$ cat config.mk
export PLATFORM = sky130hd
export DESIGN_NAME = stopwatch_ctrl
export DESIGN_NICKNAME = d
export VERILOG_FILES = /design/src/rtl/stopwatch_ctrl.sv
export SDC_FILE = /design/constraint.sdc
export NUM_CORES = 1
export LEC_CHECK = 0
export CAP_MARGIN = 20
export CORE_MARGIN = 4
export CORE_UTILIZATION = 37
export DETAILED_ROUTE_END_ITERATION = 6
export PLACE_DENSITY_LB_ADDON = 0.08
export REMOVE_ABC_BUFFERS = 1
export SLEW_MARGIN = 20
export SYNTH_ARGS = -nofsm -noshare
export SYNTH_HDL_FRONTEND = slang
export SYNTH_SLANG_ARGS = --single-unit
$ cat constraint.sdc
create_clock -name Clk -period 2.57 [get_ports Clk]
set_clock_uncertainty 0.15 [all_clocks]
set_input_delay 0.3855 -clock Clk [delete_from_list [all_inputs] [get_ports Clk]]
set_output_delay 0.3855 -clock Clk [all_outputs]
set_load 0.01 [all_outputs]
$ cat src/rtl/stopwatch_ctrl.sv
// Stopwatch control: synchronises and debounces Start/Stop/Lap buttons and runs the
// run/stop/lap/clear state machine that drives the dek1z counter chain and display hold.
module stopwatch_ctrl #(
  parameter int unsigned DEB_CNT = 4,
  parameter int unsigned DEB_W   = 3
) (
  input  logic       Clk,
  input  logic       RES,
  input  logic       Tick,
  input  logic       StartN,
  input  logic       StopN,
  input  logic       LapN,
  output logic       EN,
  output logic       CLR,
  output logic       HOLD,
  output logic       RUN,
  output logic [1:0] STATE
);

  localparam int unsigned NB       = 3;
  localparam int unsigned BI_START = 0;
  localparam int unsigned BI_STOP  = 1;
  localparam int unsigned BI_LAP   = 2;

  typedef enum logic [1:0] {
    S_IDLE    = 2'b00,
    S_RUN     = 2'b01,
    S_LAP     = 2'b10,
    S_STOPPED = 2'b11
  } state_t;

  logic [NB-1:0]    raw_n;
  logic [NB-1:0]    sync1;
  logic [NB-1:0]    sync2;
  logic [NB-1:0]    stable;
  logic [NB-1:0]    stable_d;
  logic [NB-1:0]    press;
  logic [DEB_W-1:0] cnt [NB];

  state_t state;
  state_t state_nxt;

  assign raw_n = {LapN, StopN, StartN};

  // Synchronise, debounce on Tick, and emit a one-Clk pulse after each accepted press.
  always_ff @(posedge Clk or negedge RES) begin
    if (!RES) begin
      sync1    <= '1;
      sync2    <= '1;
      stable   <= '1;
      stable_d <= '1;
      press    <= '0;
      for (int unsigned i = 0; i < NB; i++) cnt[i] <= '0;
    end else begin
      sync1    <= raw_n;
      sync2    <= sync1;
      stable_d <= stable;
      press    <= stable_d & ~stable;
      if (Tick) begin
        for (int unsigned i = 0; i < NB; i++) begin
          if (sync2[i] == stable[i]) begin
            cnt[i] <= '0;
          end else if (cnt[i] == DEB_W'(DEB_CNT - 1)) begin
            stable[i] <= sync2[i];
            cnt[i]    <= '0;
          end else begin
            cnt[i] <= cnt[i] + 1'b1;
          end
        end
      end
    end
  end

  // Next state; Stop outranks Start, Start outranks Lap, losers are dropped.
  always_comb begin
    state_nxt = state;
    if (press[BI_STOP]) begin
      if (state == S_RUN || state == S_LAP) state_nxt = S_STOPPED;
    end else if (press[BI_START]) begin
      if (state == S_IDLE || state == S_STOPPED) state_nxt = S_RUN;
    end else if (press[BI_LAP]) begin
      case (state)
        S_RUN:     state_nxt = S_LAP;
        S_LAP:     state_nxt = S_RUN;
        S_STOPPED: state_nxt = S_IDLE;
        default:   state_nxt = state;
      endcase
    end
  end

  // State and outputs share one register stage so outputs never glitch.
  always_ff @(posedge Clk or negedge RES) begin
    if (!RES) begin
      state <= S_IDLE;
      EN    <= 1'b0;
      CLR   <= 1'b0;
      HOLD  <= 1'b0;
      RUN   <= 1'b0;
    end else begin
      state <= state_nxt;
      EN    <= (state_nxt == S_RUN) || (state_nxt == S_LAP);
      RUN   <= (state_nxt == S_RUN) || (state_nxt == S_LAP);
      HOLD  <= (state_nxt == S_LAP);
      CLR   <= (state == S_STOPPED) && (state_nxt == S_IDLE);
    end
  end

  assign STATE = state;

endmodule

==> results of run 1 <==
==> area by class of cell <==
| class | count | area, um2 | share of cell area (%) |
|---|---|---|---|
| Clock buffer | 5 | 37.5 | 2.73 |
| Clock inverter | 3 | 17.5 | 1.27 |
| Inverter | 7 | 26.3 | 1.91 |
| Multi-Input combinational cell | 53 | 382 | 27.7 |
| Sequential cell | 29 | 741 | 53.8 |
| Tap cell | 44 | 55.1 | 4.00 |
| Timing Repair Buffer | 12 | 118 | 8.55 |
==> Yosys cell counts <==
cell type,n,area (um2)
a21boi_0,3,22.5
o22ai_1,3,18.8
o21ai_0,3,15.0
buf_4,1,7.51
and4bb_1,1,12.5
ha_1,4,50.1
a22oi_1,1,7.51
nand3b_1,3,22.5
o31ai_1,1,7.51
and2_1,1,6.26
inv_1,7,26.3
dfstp_2,12,315
nor2b_1,4,25.0
a21oi_2,1,8.76
mux2_2,3,33.8
xor2_1,3,26.3
nand2b_1,8,50.1
dfrtp_1,17,425
o22a_1,2,17.5
buf_2,2,10.0
nand2_1,6,22.5
o21ai_1,3,15.0
o31a_1,1,8.76
o21a_1,1,7.51
nor2_1,1,3.75
==> sequential cells by signal (all words and copies together), names as in the netlist <==
name      count
sync1         3
stable        3
stable_d      3
press         3
STATE         2
HOLD          1
RUN           1
sync2         3
CLR           1
cnt           9
==> final timing paths <==
path	start	end	slack, ns
worst max-delay path	STATE[1]	STATE[1]	0.70
worst min-delay path	sync1[2]	sync2[2]	0.21
worst max register to register	press[0]	RUN	1.04
worst min register to register	sync1[2]	sync2[2]	0.21
max in group asynchronous	RES	sync2[0]	1.68
min in group asynchronous	RES	cnt[2]	0.29
==> power by group through the flow <==
stage                     sequential (W)  combinational [W]  clock [W]
after floorplan                 0.000748           0.000291          0
after global placement          0.000754           0.000447          0
after detailed placement        0.000756           0.000456          0
after CTS                       0.000747           0.000460   0.000278
after global routing            0.000772           0.000514   0.000304
final                           0.000744           0.000450   0.000261
==> cells in the final DEF, fill, tap and decap left out, drive strengths merged, types with 2 or more instances in the layout <==
master / instances
dfrtp: 17
dfstp: 12
clkdlybuf4s50: 11
nand2b: 8
inv: 7
nand2: 6
o21ai: 6
clkbuf: 5
nor2b: 4
ha: 4
xor2: 3
o22ai: 3
nand3b: 3
mux2: 3
a21boi: 3
o22a: 2
clkinv: 2
==> cells by family (layout without fill, tap and decap cells) <==
| logic type | count (synthesis) | after routing |
|---|---|---|
| flip-flops | 29 | 29 |
| AND/OR/NAND/NOR | 24 | 24 |
| AO/OA/AOI/OAI | 19 | 19 |
| buffers and inverters | 10 | 27 |
| adder cells (fa/ha/maj) | 4 | 4 |
| XOR/XNOR | 3 | 3 |
| multiplexers | 3 | 3 |
==> metal layers <==
metal	vias to the layer above	share of wire [%]	track usage (%)
li1	341	-	-
met3	5	5.0	4.92
met4	0	2.1	5.54
met2	13	48	14.8
met5	-	0	0
met1	324	45	11.8
==> per-stage QoR <==
| stage | util [%] | area, um2 |
|---|---|---|
| finish | 45.5 | 1380 |
| global route | 45.5 | 1380 |
| CTS | 45.5 | 1380 |
| detailed placement | 43.6 | 1320 |
| global placement | 43.6 | 1320 |
| floorplan | - | 1150 |
==> out/results.tsv, run 1 <==
metric	value	unit
CP Cell Sequence	clkdlybuf4s50_1	
period utilization	72.8	%
Flop pwr share	51.1	%
CTS tree	yes	
max-cap viol count	0	
WL/cell	10.8	um
die area	4110	um2
CTS clk-pin slew, worst paths	0.09	ns
Antenna Cells	0	
pre-CTS WS	0.669	ns
Comb pwr share	30.9	%
Fin Hold WS	0.211	ns
multiplexer share of the synthesized area	2.90	%
# fillers	289	
Worst-Skew Late Latency	0.32	ns
Mapped Cells	92	
critical path capture point type	primary output	
Core Area	3030	um2
post-synthesis simple-gate area fraction	12.2	%
Slew @ Worst Pin	0.548	ns
vias per inst	4.46	
total global routing overflow	0	
post-synthesis xor/xnor area fraction	2.25	%
Initial Utilization	38.5	%
Total Nets Final	118	
critical path data required time	2.03	ns
pin count of the biggest net entering global routing	30	
internal power	0.000993	W
Max VDD drop	390	uV
Syn-to-layout area delta	18.0	%
Hold Crit Depth	0	
Top Ports	12	
Pwr per Cell Area	1060	nW/um2
total wire length	1650	um
CTS Hold Bufs	0	
post-CTS setup buffers	0	
initial antenna violation count	0	
Switch Pwr	0.000462	W
final cell count without fillers	153	
largest family of logic cells by synthesized area	simple AND/OR/NAND/NOR gates	
CP arrival	1.34	ns
RD Place Congestion	0.639	
CTS max path bufs	2	
f_max	535	MHz
drt first pass iters	4	
CP startpoint kind	flip-flop	
Setup TNS Final	0	ns
worst setup margin	0.699	ns
number of gates resized after cts	0	
H-tree levels	2	
critical path type	flip-flop to primary output	
# DRC	0	
Post-Syn Area per Cell	12.7	um2
overall power	0.00146	W
Row Count	20	
Sw Ratio	31.8	%
Yosys warnings	0	
Worst Hold Class	flip-flop to flip-flop	
Mapped Area	1170	um2
all-layer global routing usage	10.0	%
routed vias	683	
Final Slew Violations	0	
compound-cell area share of the yosys netlist	11.1	%
Die Ht	64.1	um
Worst Path Max Fanout	7	
first-pass GRT wire length	3040	um
synth unique cells	25	
relative slew slack	63.4	%
clock share of power	17.9	%
Crit path depth	1	
clock sink count	29	
HPWL after detailed placement	1140	um
Starting DRT DRC Count	15	
Max stage delay cell, worst path	clkdlybuf4s50_1	
number of synthesized register bits	29	
final hold vios	0	
Buf+Inv Stages, Crit Path	1	
clock buffer count from CTS	5	
Adder-Cell Fraction of Synth Area	4.29	%
min cycle time layout	1.87	ns
outcome	completed	
CTS root buf	clkbuf_4	
placed cells	145	
vias in the first global route	699	
Final setup viols	0	
post-synthesis sequential area ratio	63.5	%
Die X	64.1	um
IO buf count	11	
RSZ-0062 raised after global routing	false	
layout cells sized above 1	22.9	%
max incr delay on CP	0.57	ns
antenna violation net count after detailed routing	0	
Lkg Pwr	0.594	nW
worst r2r path cells	5	
CP top delay family	buffers and inverters	
No activity file was read; power rests on OpenSTA's default activity.
==> run 2, diff against run 1 <==
- clock period: 2.57 -> 1.89 ns (I/O delays scaled with it)
==> run 2 against run 1 <==
  * Clock power rose by 61%
  * Hold slack worse by 0.028 ns
  * Global-route usage is 0.62 points higher
  * Sequential cell count unchanged
  * First-iteration DRC count up 53%
  * Combinational power up 37%
  * Clock-buffer cell count grew 2
==> out/results.tsv, run 2 (synthesis results as in run 1) <==
metric	value	unit	change
max FFs per register	9		unchanged
post-CTS setup buffers	0		unchanged
leading cell type in the layout, fill and taps excluded	dfrtp_1		unchanged
CP top delay family	buffers and inverters		unchanged
Slew @ Worst Pin	0.395	ns	was 0.548 ns
Max stage delay cell, worst path	clkdlybuf4s50_1		unchanged
Die X	64.1	um	unchanged
CTS clk-pin slew, worst paths	0.09	ns	about the same
Antenna Cells	0		unchanged
pin count of the biggest net entering global routing	30		unchanged
Final setup viols	0		unchanged
Worst Hold Class	primary input to async pin		was flip-flop to flip-flop
first-pass GRT wire length	3190	um	was 3040 um
max incr delay on CP	0.57	ns	about the same
critical path data required time	1.46	ns	was 2.03 ns
f_max	563	MHz	
r2r endpoint	RUN		unchanged
IO buf count	11		unchanged
HPWL after detailed placement	1200	um	was 1140 um
reg2reg setup slack	0.37	ns	was 1.04 ns
CTS tree	yes		unchanged
clock sink count	29		unchanged
die area	4110	um2	unchanged
final hold vios	0		unchanged
most frequent cells in the layout	dfrtp_1 (17), dfstp_2 (12), clkdlybuf4s50_1 (11)		unchanged
Final Slew Violations	0		unchanged
Setup TNS Final	0	ns	unchanged
Worst-Skew Late Latency	0.32	ns	about the same
CP Cell Sequence	clkdlybuf4s50_1		unchanged
layout cells sized above 1	23.6	%	was 22.9%
Die Ht	64.1	um	unchanged
critical path capture point type	primary output		unchanged
Syn-to-layout area delta	20.0	%	was 18.0%
clock buffer count from CTS	5		unchanged
CP startpoint kind	flip-flop		unchanged
drt first pass iters	4		unchanged
antenna violation net count after detailed routing	0		unchanged
number of gates resized after cts	0		unchanged
Initial Utilization	38.5	%	unchanged
Starting DRT DRC Count	23		was 15
vias in the first global route	755		was 699
RD Place Congestion	0.737		was 0.639
total wire length	1730	um	was 1650 um
all-layer global routing usage	10.6	%	was 10.0%
Lkg Pwr	0.609	nW	was 0.594 nW
initial antenna violation count	0		unchanged
routed vias	693		was 683
Total Nets Final	119		was 118
Top Ports	12		unchanged
Worst Path Max Fanout	7		unchanged
Buf+Inv Stages, Crit Path	1		unchanged
CTS root buf	clkbuf_4		unchanged
Max VDD drop	590	uV	was 390 uV
Finished Core Util	46.2	%	was 45.5%
critical path type	flip-flop to primary output		unchanged
Pwr per Cell Area	1470	nW/um2	was 1060 nW/um2
period utilization	94.0	%	
relative slew slack	73.6	%	was 63.4%
Core Area	3030	um2	unchanged
CP arrival	1.34	ns	about the same
worst r2r path cells	5		unchanged
H-tree levels	2		unchanged
overall power	0.00205	W	was 0.00146 W
min cycle time layout	1.78	ns	
WL/cell	11.3	um	was 10.8 um
outcome	completed		unchanged
total global routing overflow	0		unchanged
Crit path depth	1		unchanged
Fin Hold WS	0.183	ns	was 0.211 ns
FF-to-FF Start	press[0]		unchanged
CTS max path bufs	2		unchanged
CTS Hold Bufs	0		unchanged
max-cap viol count	0		unchanged
register with the most flip-flops	cnt		unchanged
RSZ-0062 raised after global routing	false		unchanged
# DRC	0		unchanged
Row Count	20		unchanged
vias per inst	4.50		was 4.46
run 2: cell count changes in the layout (fill, tap and decap cells not counted):
cell / previous run / this run
clkinv_2: 2 / 1
clkinvlp_4: 1 / 0
clkbuf_8: 0 / 2
buf_4: 1 / 2
run 2: how the worst max path moves through the flow:
stage	start	end	slack, ns
CTS	STATE[1]	STATE[1]	0.08
finish	STATE[1]	STATE[1]	0.11
global placement	Tick	stable[0]	0.24
detailed placement	Tick	stable[2]	0.21
global route	STATE[1]	STATE[1]	0.04
floorplan	press[0]	RUN	0.49
run 2: final cells by class:
type	instances	area (um2)
Clock buffer	7	65.1
Clock inverter	1	5.00
Fill cell	303	1630
Inverter	7	26.3
Multi-Input combinational cell	53	382
Sequential cell	29	741
Tap cell	44	55.1
Timing Repair Buffer	13	125
run 2: metal layers:
layer / track usage [%] / routed length [um] / vias to the layer above
met4: 5.54 / 29 / 0
met2: 16.8 / 850 / 13
met3: 6.33 / 98 / 4
met5: 0 / 0 / -
met1: 11.1 / 754 / 333
li1: - / - / 343
run 2: through the flow:
stage	instance area (um2)	worst slack [ns]	std cells
floorplan	1150	0.490	89
global placement	1330	0.241	146
detailed placement	1330	0.208	146
CTS	1400	0.0817	154
global route	1400	0.0360	154
finish	1400	0.113	154
run 2: power by group:
group	switching, W	internal (W)
combinational	0.000269	0.000348
sequential	0.000150	0.000864
clock	0.000204	0.000215
total	0.000623	0.00143
